**config.mk**
```make
export PLATFORM = sky130hd
export DESIGN_NAME = uart_rx_cfg
export DESIGN_NICKNAME = d
export VERILOG_FILES = /design/src/rtl/uart_rx_cfg.sv
export SDC_FILE = /design/constraint.sdc
export NUM_CORES = 1
export LEC_CHECK = 0
export CAP_MARGIN = 20
export CELL_PAD_IN_SITES_DETAIL_PLACEMENT = 1
export CELL_PAD_IN_SITES_GLOBAL_PLACEMENT = 1
export CORE_MARGIN = 2
export CORE_UTILIZATION = 40
export DETAILED_ROUTE_END_ITERATION = 16
export PLACE_DENSITY = 0.85
export SLEW_MARGIN = 10
export SYNTH_ARGS = -nofsm -noshare
export SYNTH_HDL_FRONTEND = slang
export SYNTH_SLANG_ARGS = --single-unit
```
**constraint.sdc**
```tcl
create_clock -name clk -period 2.1 [get_ports clk]
set_input_delay 0.315 -clock clk [delete_from_list [all_inputs] [get_ports clk]]
set_output_delay 0.315 -clock clk [all_outputs]
set_load 0.03 [all_outputs]
```
**src/rtl/uart_rx_cfg.sv**
```systemverilog
// Configurable UART receiver: 2-flop synchronized input, mid-bit sampling FSM,
// optional parity, 1 or 2 stop bits, and a one-word output buffer with overrun flag.
module uart_rx_cfg #(
    parameter int CLKS_PER_BIT = 10417,
    parameter int DATA_BITS    = 8,
    parameter int PARITY       = 0,
    parameter int STOP_BITS    = 1
) (
    input  logic                 clk,
    input  logic                 rst,
    input  logic                 i_rx,
    output logic [DATA_BITS-1:0] o_data_byte,
    output logic                 o_data_valid,
    input  logic                 i_data_ready,
    output logic                 o_parity_err,
    output logic                 o_frame_err,
    output logic                 o_overrun,
    output logic                 o_busy
);

    typedef enum logic [2:0] {
        S_IDLE,
        S_START,
        S_DATA,
        S_PARITY,
        S_STOP
    } state_e;

    localparam logic [15:0] CNT_FULL  = 16'(CLKS_PER_BIT - 1);
    localparam logic [15:0] CNT_HALF  = 16'((CLKS_PER_BIT - 1) / 2);
    localparam logic [3:0]  LAST_DATA = 4'(DATA_BITS - 1);
    localparam logic [3:0]  LAST_STOP = 4'(STOP_BITS - 1);

    logic [1:0]           sync_q, sync_d;
    state_e               state_q, state_d;
    logic [15:0]          cnt_q, cnt_d;
    logic [3:0]           idx_q, idx_d;
    logic [DATA_BITS-1:0] shift_q, shift_d;
    logic                 perr_q, perr_d;
    logic                 ferr_q, ferr_d;
    logic [DATA_BITS-1:0] data_q, data_d;
    logic                 valid_q, valid_d;
    logic                 perr_out_q, perr_out_d;
    logic                 ferr_out_q, ferr_out_d;
    logic                 ovr_q, ovr_d;
    logic                 busy_q, busy_d;

    logic rx_s;
    logic tick;
    logic done;
    logic hs;

    assign rx_s = sync_q[1];
    assign tick = (cnt_q == CNT_FULL);
    assign hs   = valid_q & i_data_ready;

    always_comb begin
        sync_d  = {sync_q[0], i_rx};
        state_d = state_q;
        cnt_d   = cnt_q;
        idx_d   = idx_q;
        shift_d = shift_q;
        perr_d  = perr_q;
        ferr_d  = ferr_q;
        done    = 1'b0;

        case (state_q)
            S_IDLE: begin
                cnt_d = '0;
                idx_d = '0;
                if (!rx_s) state_d = S_START;
            end
            S_START: begin
                // Re-check the line at mid start bit to reject glitches.
                if (cnt_q == CNT_HALF) begin
                    cnt_d = '0;
                    if (!rx_s) begin
                        state_d = S_DATA;
                        perr_d  = 1'b0;
                        ferr_d  = 1'b0;
                    end else begin
                        state_d = S_IDLE;
                    end
                end else begin
                    cnt_d = cnt_q + 16'd1;
                end
            end
            S_DATA: begin
                if (tick) begin
                    cnt_d = '0;
                    for (int k = 0; k < DATA_BITS; k++) begin
                        if (idx_q == 4'(k)) shift_d[k] = rx_s;
                    end
                    if (idx_q == LAST_DATA) begin
                        idx_d   = '0;
                        state_d = (PARITY != 0) ? S_PARITY : S_STOP;
                    end else begin
                        idx_d = idx_q + 4'd1;
                    end
                end else begin
                    cnt_d = cnt_q + 16'd1;
                end
            end
            S_PARITY: begin
                if (tick) begin
                    cnt_d   = '0;
                    perr_d  = (PARITY == 1) ? ((^shift_q) == rx_s) : ((^shift_q) != rx_s);
                    state_d = S_STOP;
                end else begin
                    cnt_d = cnt_q + 16'd1;
                end
            end
            S_STOP: begin
                if (tick) begin
                    cnt_d = '0;
                    if (!rx_s) ferr_d = 1'b1;
                    if (idx_q == LAST_STOP) begin
                        idx_d   = '0;
                        state_d = S_IDLE;
                        done    = 1'b1;
                    end else begin
                        idx_d = idx_q + 4'd1;
                    end
                end else begin
                    cnt_d = cnt_q + 16'd1;
                end
            end
            default: begin
                state_d = S_IDLE;
                cnt_d   = '0;
                idx_d   = '0;
            end
        endcase
    end

    // Output buffer: a completed frame loads if the buffer is empty or being drained.
    always_comb begin
        data_d     = data_q;
        valid_d    = valid_q;
        perr_out_d = perr_out_q;
        ferr_out_d = ferr_out_q;
        ovr_d      = ovr_q;
        busy_d     = (state_d != S_IDLE);

        if (done && (!valid_q || hs)) begin
            data_d     = shift_q;
            perr_out_d = perr_q;
            ferr_out_d = ferr_d;
            valid_d    = 1'b1;
        end else if (hs) begin
            valid_d = 1'b0;
        end

        if (done && valid_q && !hs) begin
            ovr_d = 1'b1;
        end else if (hs) begin
            ovr_d = 1'b0;
        end
    end

    always_ff @(posedge clk) begin
        if (rst) begin
            sync_q     <= 2'b11;
            state_q    <= S_IDLE;
            cnt_q      <= '0;
            idx_q      <= '0;
            shift_q    <= '0;
            perr_q     <= 1'b0;
            ferr_q     <= 1'b0;
            data_q     <= '0;
            valid_q    <= 1'b0;
            perr_out_q <= 1'b0;
            ferr_out_q <= 1'b0;
            ovr_q      <= 1'b0;
            busy_q     <= 1'b0;
        end else begin
            sync_q     <= sync_d;
            state_q    <= state_d;
            cnt_q      <= cnt_d;
            idx_q      <= idx_d;
            shift_q    <= shift_d;
            perr_q     <= perr_d;
            ferr_q     <= ferr_d;
            data_q     <= data_d;
            valid_q    <= valid_d;
            perr_out_q <= perr_out_d;
            ferr_out_q <= ferr_out_d;
            ovr_q      <= ovr_d;
            busy_q     <= busy_d;
        end
    end

    assign o_data_byte  = data_q;
    assign o_data_valid = valid_q;
    assign o_parity_err = perr_out_q;
    assign o_frame_err  = ferr_out_q;
    assign o_overrun    = ovr_q;
    assign o_busy       = busy_q;

endmodule

```
==> impl_metrics.env <==
export IMPL_first_pass_iters=4
export IMPL_synthesis_nets=263
export IMPL_start_util_pct=41.8
export IMPL_cp_start_kind="flip-flop"
export IMPL_antenna_cells=0
export IMPL_wirelength_um=8420
export IMPL_final_cell_mix="dfxtp_1 (46), nor2_1 (41), buf_4 (29)"
export IMPL_wire_per_inst_um=22.2
export IMPL_num_rows=27
export IMPL_grt_pass1_vias=2321
export IMPL_core_area_um2=5540
export IMPL_status="complete, but fails checks"
export IMPL_fin_crit_sh_pct=115
export IMPL_synth_area_per_cell_um2=9.16
export IMPL_final_hold_viol_count=0
export IMPL_drive_gt1_share_pct=28.0
export IMPL_layout_setup_ws_ns=-0.320
export IMPL_hold_class="flip-flop to flip-flop"
export IMPL_cts_made_buffers=5
export IMPL_drc=0
export IMPL_dpl_cell_area_um2=2780
export IMPL_die_w_um=80.1
export IMPL_grt_max_degree=29
export IMPL_clockRootBuffer="clkbuf_8"
export IMPL_fin_setup_tns_ns=-5.44
export IMPL_ir_drop_uv=479
export IMPL_end_kind="flip-flop"
export IMPL_io_pins=17
export IMPL_port_buffers=16
export IMPL_setup_violations=42
export IMPL_arrival_ns=2.63
export IMPL_dpl_cell_count=358
export IMPL_clkTransAtPathRegs_ns=0.09
export IMPL_final_area_um2=3190
export IMPL_vias=2222
export IMPL_dp_hpwl_um=4290
export IMPL_synth_edf_count=0
export IMPL_instances_no_fill=379
export IMPL_clock_fmax_ghz=0.413
export IMPL_hold_buffers=0
export IMPL_path_class="flip-flop to flip-flop"
export IMPL_grt_use_total_pct=26.2
export IMPL_p_leak_uw=0.00126
export IMPL_relSlewSlack_pct=53.8
export IMPL_crit_fanout=4
export IMPL_tightest_slew_ns=0.691
export IMPL_drv_slew=0
export IMPL_synthCells=253
export IMPL_cts_tree="built"
export IMPL_rsz0062_at_grt="true"
export IMPL_async_flop_share_pct=0
export IMPL_cp_required_ns=2.31
export IMPL_n_fill_cell=628
export IMPL_synth_cell_types=50
export IMPL_fin_skew_ns=0.0126
export IMPL_dieHeight_um=80.1
export IMPL_p_per_area_nw_per_um2=537
export IMPL_grt_overflow_total=0
export IMPL_mostFrequentLayoutCell="dfxtp_1"
export IMPL_drtIter0Drc=190
export IMPL_register_area_um2=963
export IMPL_hold_ws_ns=0.426
export IMPL_antenna_found_initial=0
export IMPL_clk_latency_ns=0.32
export IMPL_cts_buffer_depth=2
export IMPL_synth_main_ff_cell="dfxtp_1"
export IMPL_die_area_um2=6420
export IMPL_antenna_left=0
export IMPL_post_place_ws_ns=-0.160
export IMPL_grt_pass1_wl_um=12600
export IMPL_areaGrowthSynthToFinish_pct=37.6
export IMPL_viasPerCell=5.86
export IMPL_violations="setup timing"
export IMPL_ys_seq_area_share_pct=41.5
export IMPL_maxCapViolations=0
export IMPL_multiInputGateArea_um2=1450
export IMPL_syn_area_um2=2320
export IMPL_gp_congestion=0.861
export IMPL_cts_sink_count=48
export IMPL_num_nets_final=316
export IMPL_synth_seq_cells=48
export IMPL_min_period_ns=2.42
export IMPL_htree_levels=2
export IMPL_yosysWarnings=0
## registers in the layout, summed over array words and instances (netlist names)
| signal | count |
|---|---|
| o_data_valid | 1 |
| o_parity_err | 1 |
| cnt_q | 16 |
| idx_q | 4 |
| shift_q | 8 |
| o_frame_err | 1 |
| perr_q | 1 |
| sync_q | 2 |
| o_data_byte | 8 |
| ferr_q | 1 |
| state_q | 3 |
| o_overrun | 1 |
| o_busy | 1 |
## synth_stat cells (2+ instances only)
cell      number  share of area [%]
dfxtp_1       48                 41
nor2_1        41                6.6
ha_1           6                3.2
nand2_1        8                1.3
nand3_1       14                3.0
mux2i_1       17                7.3
o21ai_0        6                1.3
nand3b_1       3               0.97
nor3b_1        2               0.65
or2_2          2               0.54
nor4b_1        3                1.1
a21oi_1        8                1.7
inv_1          8                1.3
nand4_1        8                2.2
or3_1          3               0.81
nor2b_1        4                1.1
xnor2_1       13                4.9
buf_2          2               0.43
a41oi_1        2               0.76
xor2_1         7                2.6
nor3_1         4               0.86
and3_1         3               0.81
nand2b_1       3               0.81
and4_1         2               0.76
nand4b_1       2               0.76
clkbuf_1       9                1.5
and3b_1        2               0.76
## path summary, 6_finish.rpt
check	start	end	slack, ns	cells after the start
setup / recovery	cnt_q[0]	o_busy	-0.32	8
setup reg to reg	cnt_q[0]	o_busy	-0.32	8
hold / removal	sync_q[0]	sync_q[1]	0.43	1
hold reg to reg	sync_q[0]	sync_q[1]	0.43	1
## worst max-delay path, cell delays in order, from the launching register on
cell and delay [ns]:
dfxtp_2 0.34, inv_2 0.05, ha_2 0.16, or4b_4 0.49
buf_12 0.15, or4_4 0.46, a41oi_2 0.25, o41ai_2 0.11
or3_1 0.31
## cells by family (layout without fill, tap and decap cells)
logic type	count (synthesis)	in the layout	share of synthesized area, %
buffers and inverters	19	73	3.19
multiplexers	17	17	7.34
flip-flops	48	48	41.5
adder cells (fa/ha/maj)	6	6	3.24
AND/OR/NAND/NOR	115	115	28.0
XOR/XNOR	21	21	8.53
AO/OA/AOI/OAI	27	27	8.21
## metrics by stage
step | total power [µW] | utilization, %
global route | 1750 | 57.6
detailed placement | 1000 | 50.1
CTS | 1690 | 55.1
global placement | 1000 | 50.1
floorplan | 976 | -
finish | 1710 | 57.6
## power by group
part           internal [µW]  total [µW]  switching (µW)
clock network            353         710             357
registers                914         922            7.47
logic                   37.5        81.5            44.0
total                   1310        1710             409
## layer usage
layer / vias up / track usage (%) / share of wire [%]
met5: - / 0 / 0
met4: 0 / 10.3 / 2.6
met3: 18 / 5.96 / 5.4
met2: 78 / 44.9 / 51
met1: 1121 / 31.7 / 41
li1: 1005 / - / -
## final cells by class
cell class,count,area share (%)
Clock buffer,5,2.16
Timing Repair Buffer,57,17.0
Inverter,8,0.942
Clock inverter,3,1.33
Multi-Input combinational cell,186,45.5
Tap cell,72,2.82
Sequential cell,48,30.2
## repair_timing
item	CTS	global route
cloned	0	1
endpoints found under the hold margin	0	0
pin swaps	16	13
setup endpoints to repair	19	46
buffers inserted	8	5
gates resized for setup	20	26
Note: power is estimated with default switching activity, not from simulation.
==> edit 1, RTL diff (same settings) <==
The 5 states of `state_e` get a one-hot encoding in 5 bits.
--- a/src/rtl/uart_rx_cfg.sv
+++ b/src/rtl/uart_rx_cfg.sv
@@ -18,12 +18,12 @@
     output logic                 o_busy
 );
 
-    typedef enum logic [2:0] {
-        S_IDLE,
-        S_START,
-        S_DATA,
-        S_PARITY,
-        S_STOP
+    typedef enum logic [4:0] {
+        S_IDLE   = 5'b00001,
+        S_START  = 5'b00010,
+        S_DATA   = 5'b00100,
+        S_PARITY = 5'b01000,
+        S_STOP   = 5'b10000
     } state_e;
 
     localparam logic [15:0] CNT_FULL  = 16'(CLKS_PER_BIT - 1);
Behaviour: same outputs for any inputs over 10 cycles, from zero or initial values and one cycle with rst high; not proved beyond that.
==> edit 1 against the original RTL <==
  * Routed wire length is 28% lower
  * Cell area is 8.9% lower
  * Setup slack better by 0.36 ns
  * Sequential cell count is 2 higher
  * Highest routed layer unchanged
  * Total power is 8.4% higher
  * Clock skew is 0.0086 ns lower
  * Area after synthesis is 6.2% higher
==> edit 1: results (changes against the original RTL) <==
[global_routing]
grtUsageTotal_pct=18.45  ; -7.8 points
grt_use_met2_pct=29.92  ; -15 points
grt_pass1_vias=1943  ; -16%
grt_util_met1_pct=25.20  ; -6.5 points
antenna_found_initial=0  ; unchanged
use_met3_pct=2.500  ; -3.5 points
grt_max_degree=27  ; -6.9%
grt_pass1_wl_mm=9.646  ; -24%

[cts]
cts_buffer_depth=2  ; unchanged
htreeDepth=2  ; unchanged
cts-root-buf=clkbuf_8
cts_buffers=5  ; unchanged
clk_pin_slew_ns=0.09  ; about the same
clk_latency_ns=0.30  ; -0.02 ns

[logic_synthesis]
ys_warn_count=0  ; unchanged
syn_avg_cell_area_um2=9.322  ; +1.8%
synthTopCellsByArea=dfxtp_1 41%, mux2i_1 7.3%, nor2_1 6.3%
synthTopCellsByCount=50 x dfxtp_1, 41 x nor2_1, 20 x nand3_1
synthArstFlopShare_pct=0  ; unchanged
yosys_most_used_dff=dfxtp_1
ys_types=50  ; unchanged
syn-num-nets=274  ; +4.2%
ys_seq_area_share_pct=40.67  ; -0.80 points

[route]
wl_per_cell_um=16.77  ; -24%
drtPass1Iterations=4  ; unchanged
wl_mm=6.038  ; -28%
vias=1969  ; -11%
drt_first_iter_violations=96  ; -49%

[pwr]
vdd_drop_max_mv=0.4577  ; -4.5%
leakagePower_nw=0.9741  ; -22%

[finish]
drive_above_1_share_pct=11.58  ; -16 points
fillers=681  ; +8.4%
fin_nets=294  ; -7.0%
largest_reg_flops=16  ; unchanged
diodes=0  ; unchanged
top_register=cnt_q

[status]
status=finished, final reports clean

[sta]
worstMarginPinSlew_ns=0.5413  ; -0.1496 ns
finClkSkew_ns=0.003931  ; -0.008635 ns

[setup_path]
path_max_fanout=8  ; +4
arrival_ns=2.23  ; -0.40 ns

[placement]
hpwl_mm=4.067  ; -5.2%
gp_congestion=0.8437  ; -2.1%
dp_cells=349  ; -2.5%
io_buffers=16  ; unchanged

[hold_path]
min_path_type=reg -> reg

-- edit 1: changes by cell type after synthesis, sizes merged, moves of 3 or more --
cell   change
buf        +3
nor2b      -3
xor2       +7
nand4      -5
nor4       +3
or3        -3
nand3      +6
xnor2      -3
nor3       +8
-- edit 1: power by group --
part           internal [W]  switching (W)
Combinational     0.0000232      0.0000311
Sequential         0.000953     0.00000997
Clock              0.000508       0.000333
Total               0.00148       0.000374
-- edit 1: kinds of logic after synthesis --
family	synth area share [%]
buf+inv	3.813
flops	40.67
xor+xnor	8.541
fa+ha+maj	3.050
simple gates	27.50
mux	7.321
compound gates	9.100
-- edit 1: worst max-delay path, cell delays in order (launching register included) --
cell      delay, ns
dfxtp_1        0.35
inv_1          0.06
ha_1           0.15
nor4b_4        0.28
nand4_4        0.21
buf_4          0.20
o311ai_0       0.51
a21oi_1        0.14
-- edit 1: routing by layer --
metal	vias up	wire (µm)	share of wire, %
li1	958	-	-
met1	982	2874	48
met2	24	2963	49
met3	5	113	1.9
met4	0	86	1.4
met5	-	0	0
-- edit 1: final timing paths --
kind                            startpoint         end  slack (ns)  cells past startpoint
worst max-delay path              cnt_q[1]  state_q[2]        0.04                      7
worst min-delay path             sync_q[0]   sync_q[1]        0.42                      1
worst max register to register    cnt_q[1]  state_q[2]        0.04                      7
worst min register to register   sync_q[0]   sync_q[1]        0.42                      1
-- edit 1: cell type report --
type                            instances  area [µm²]  area share (%)
Sequential cell                        50        1001           34.45
Multi-Input combinational cell        193        1381           47.54
Clock buffer                            6       82.58           2.842
Clock inverter                          2       60.06           2.067
Timing Repair Buffer                   25       252.7           8.699
Tap cell                               75       93.84           3.230
Inverter                                9       33.78           1.163
-- edit 1: what timing repair did --
action	in CTS	in global routing
setup buffers	0	3
gates resized for setup	1	1
pin swaps	0	1
endpoints found under the setup margin	1	10
-- edit 1: metrics by stage --
step                      instance area, µm²  hold WS (ns)  total power [W]  worst slack, ns
after floorplan                         2461        0.3895         0.001015           0.3421
after global placement                  2730        0.3916         0.001036           0.2053
after detailed placement                2730        0.4009         0.001037          0.01560
after CTS                               2879        0.4227         0.001866          0.04703
after global routing                    2905        0.4277         0.001907         -0.05580
final                                   2905        0.4200         0.001858          0.04293
==> edit 2, RTL diff (config.mk and constraints unchanged) <==
Made on the original files. The parameter `DATA_BITS` goes from 8 to 6.
--- a/src/rtl/uart_rx_cfg.sv
+++ b/src/rtl/uart_rx_cfg.sv
@@ -2,7 +2,7 @@
 // optional parity, 1 or 2 stop bits, and a one-word output buffer with overrun flag.
 module uart_rx_cfg #(
     parameter int CLKS_PER_BIT = 10417,
-    parameter int DATA_BITS    = 8,
+    parameter int DATA_BITS    = 6,
     parameter int PARITY       = 0,
     parameter int STOP_BITS    = 1
 ) (
Interface: changed (resized o_data_byte); port bits go from 17 to 15. No check against the original RTL was run, so the function may have changed too.
==> edit 2 against the original RTL <==
  * Setup slack improved by 0.50 ns
  * Die area shrank 6.4%
  * Area after synthesis decreased by 6.7%
  * Sequential cell count down 4
  * Count of clock-buffer cells in the layout stayed put
  * Routed wire length decreased by 38%
  * Total power fell by 9.0%
  * Cell area fell by 22%
  * Largest cell class unchanged
  * Largest power group unchanged
==> edit 2: results (changes against the original RTL) <==
[placement]
dp_slack_ns=0.1548  ; +0.3144 ns
hpwl_mm=3.529  ; -18%
gp_congestion=0.8914  ; +3.5%
io_buffers=14  ; -2

[route]
drt_first_iter_violations=160  ; -16%
vias=1769  ; -20%
wl_per_cell_um=16.11  ; -27%

[setup_path]
path_max_fanout=15  ; +11
critPathSlowestCell=dfxtp_1
arrival_ns=2.12  ; -0.51 ns
cpPeakStageDelay_ns=0.35  ; -0.14 ns

[cts]
clk_latency_ns=0.30  ; -0.02 ns
cts_setup_buffers=0  ; -8
ctsResizeCount=0  ; -100%

[sta]
finClkSkew_ns=0.01002  ; -0.002549 ns
fmax_ghz=0.5201  ; +26%
worstMarginPinSlew_ns=0.5725  ; -0.1184 ns
fin_hold_ws_ns=0.4435  ; +0.01745 ns
drv_slew=0  ; unchanged

[pwr]
leakagePower_nw=0.9444  ; -25%
vdd_drop_max_mv=0.3103  ; -35%
swShare_pct=21.95  ; -1.9 points

[logic_synthesis]
yosys_most_used_dff=dfxtp_1
syn-num-nets=246  ; -6.5%
synthTopCellsByArea=dfxtp_1 41%, mux2i_1 7.4%, nor2_1 6.8%
ys_types=49  ; -2.0%
ys_seq_area_share_pct=40.74  ; -0.73 points
synthTopCellsByCount=44 x dfxtp_1, 39 x nor2_1, 16 x mux2i_1
ys_warn_count=0  ; unchanged

[global_routing]
grt_pass1_wl_mm=8.956  ; -29%
antenna_found_initial=0  ; unchanged
grt_max_degree=18  ; -38%
grtUsageTotal_pct=18.63  ; -7.6 points

[hold_path]
whs_path_depth=1  ; unchanged

[finish]
drive_above_1_share_pct=9.881  ; -18 points
fin_nets=262  ; -17%

[status]
status=finished, final reports clean

-- edit 2: changes by cell type after synthesis, moves of 3 or more --
| cell | change |
|---|---|
| nand2_1 | +5 |
| dfxtp_1 | -4 |
| or3_1 | -3 |
| nand3_1 | -4 |
| nor3_1 | +4 |
| clkbuf_1 | -5 |
| buf_6 | +3 |
-- edit 2: kinds of logic after synthesis --
logic type      count (synthesis)  share of synthesized area, %
mux                            16                         7.407
flops                          44                         40.74
compound gates                 25                         8.334
fa+ha+maj                       6                         3.472
xor+xnor                       20                         8.102
simple gates                  109                         27.72
buf+inv                        16                         4.224
-- edit 2: final timing paths --
kind | from | end
worst max-delay path | cnt_q[0] | idx_q[2]
worst min-delay path | sync_q[0] | sync_q[1]
worst max register to register | cnt_q[0] | idx_q[2]
worst min register to register | sync_q[0] | sync_q[1]
-- edit 2: cell type report --
cell class / instances / area [µm²]
clock buffer: 5 / 68.82
clock inverter: 3 / 46.29
fill: 607 / 2691
inverter: 6 / 22.52
multi-input combinational: 176 / 1197
sequential: 44 / 880.8
tap: 70 / 87.58
timing repair buffer: 19 / 177.7
-- edit 2: metrics by stage --
stage / power, W / cell area, µm² / cells
floorplan: 0.0008933 / 2162 / 236
global placement: 0.0009066 / 2359 / 315
detailed placement: 0.0009084 / 2359 / 315
CTS: 0.001574 / 2474 / 323
global route: 0.001616 / 2481 / 323
finish: 0.001559 / 2481 / 323
-- edit 2: metal layers --
| layer | vias to the layer above | track usage (%) | wire length (µm) |
|---|---|---|---|
| li1 | 843 | - | - |
| met1 | 873 | 24.38 | 2494 |
| met2 | 43 | 29.65 | 2429 |
| met3 | 10 | 3.605 | 162 |
| met4 | 0 | 8.571 | 116 |
| met5 | - | 0 | 0 |
-- edit 2: power groups by stage --
stage	registers (W)	logic [W]	clock network, W
finish	0.000844	0.0000461	0.000669
global route	0.000845	0.0000507	0.000720
CTS	0.000844	0.0000465	0.000683
detailed placement	0.000863	0.0000451	0
global placement	0.000863	0.0000433	0
floorplan	0.000861	0.0000320	0
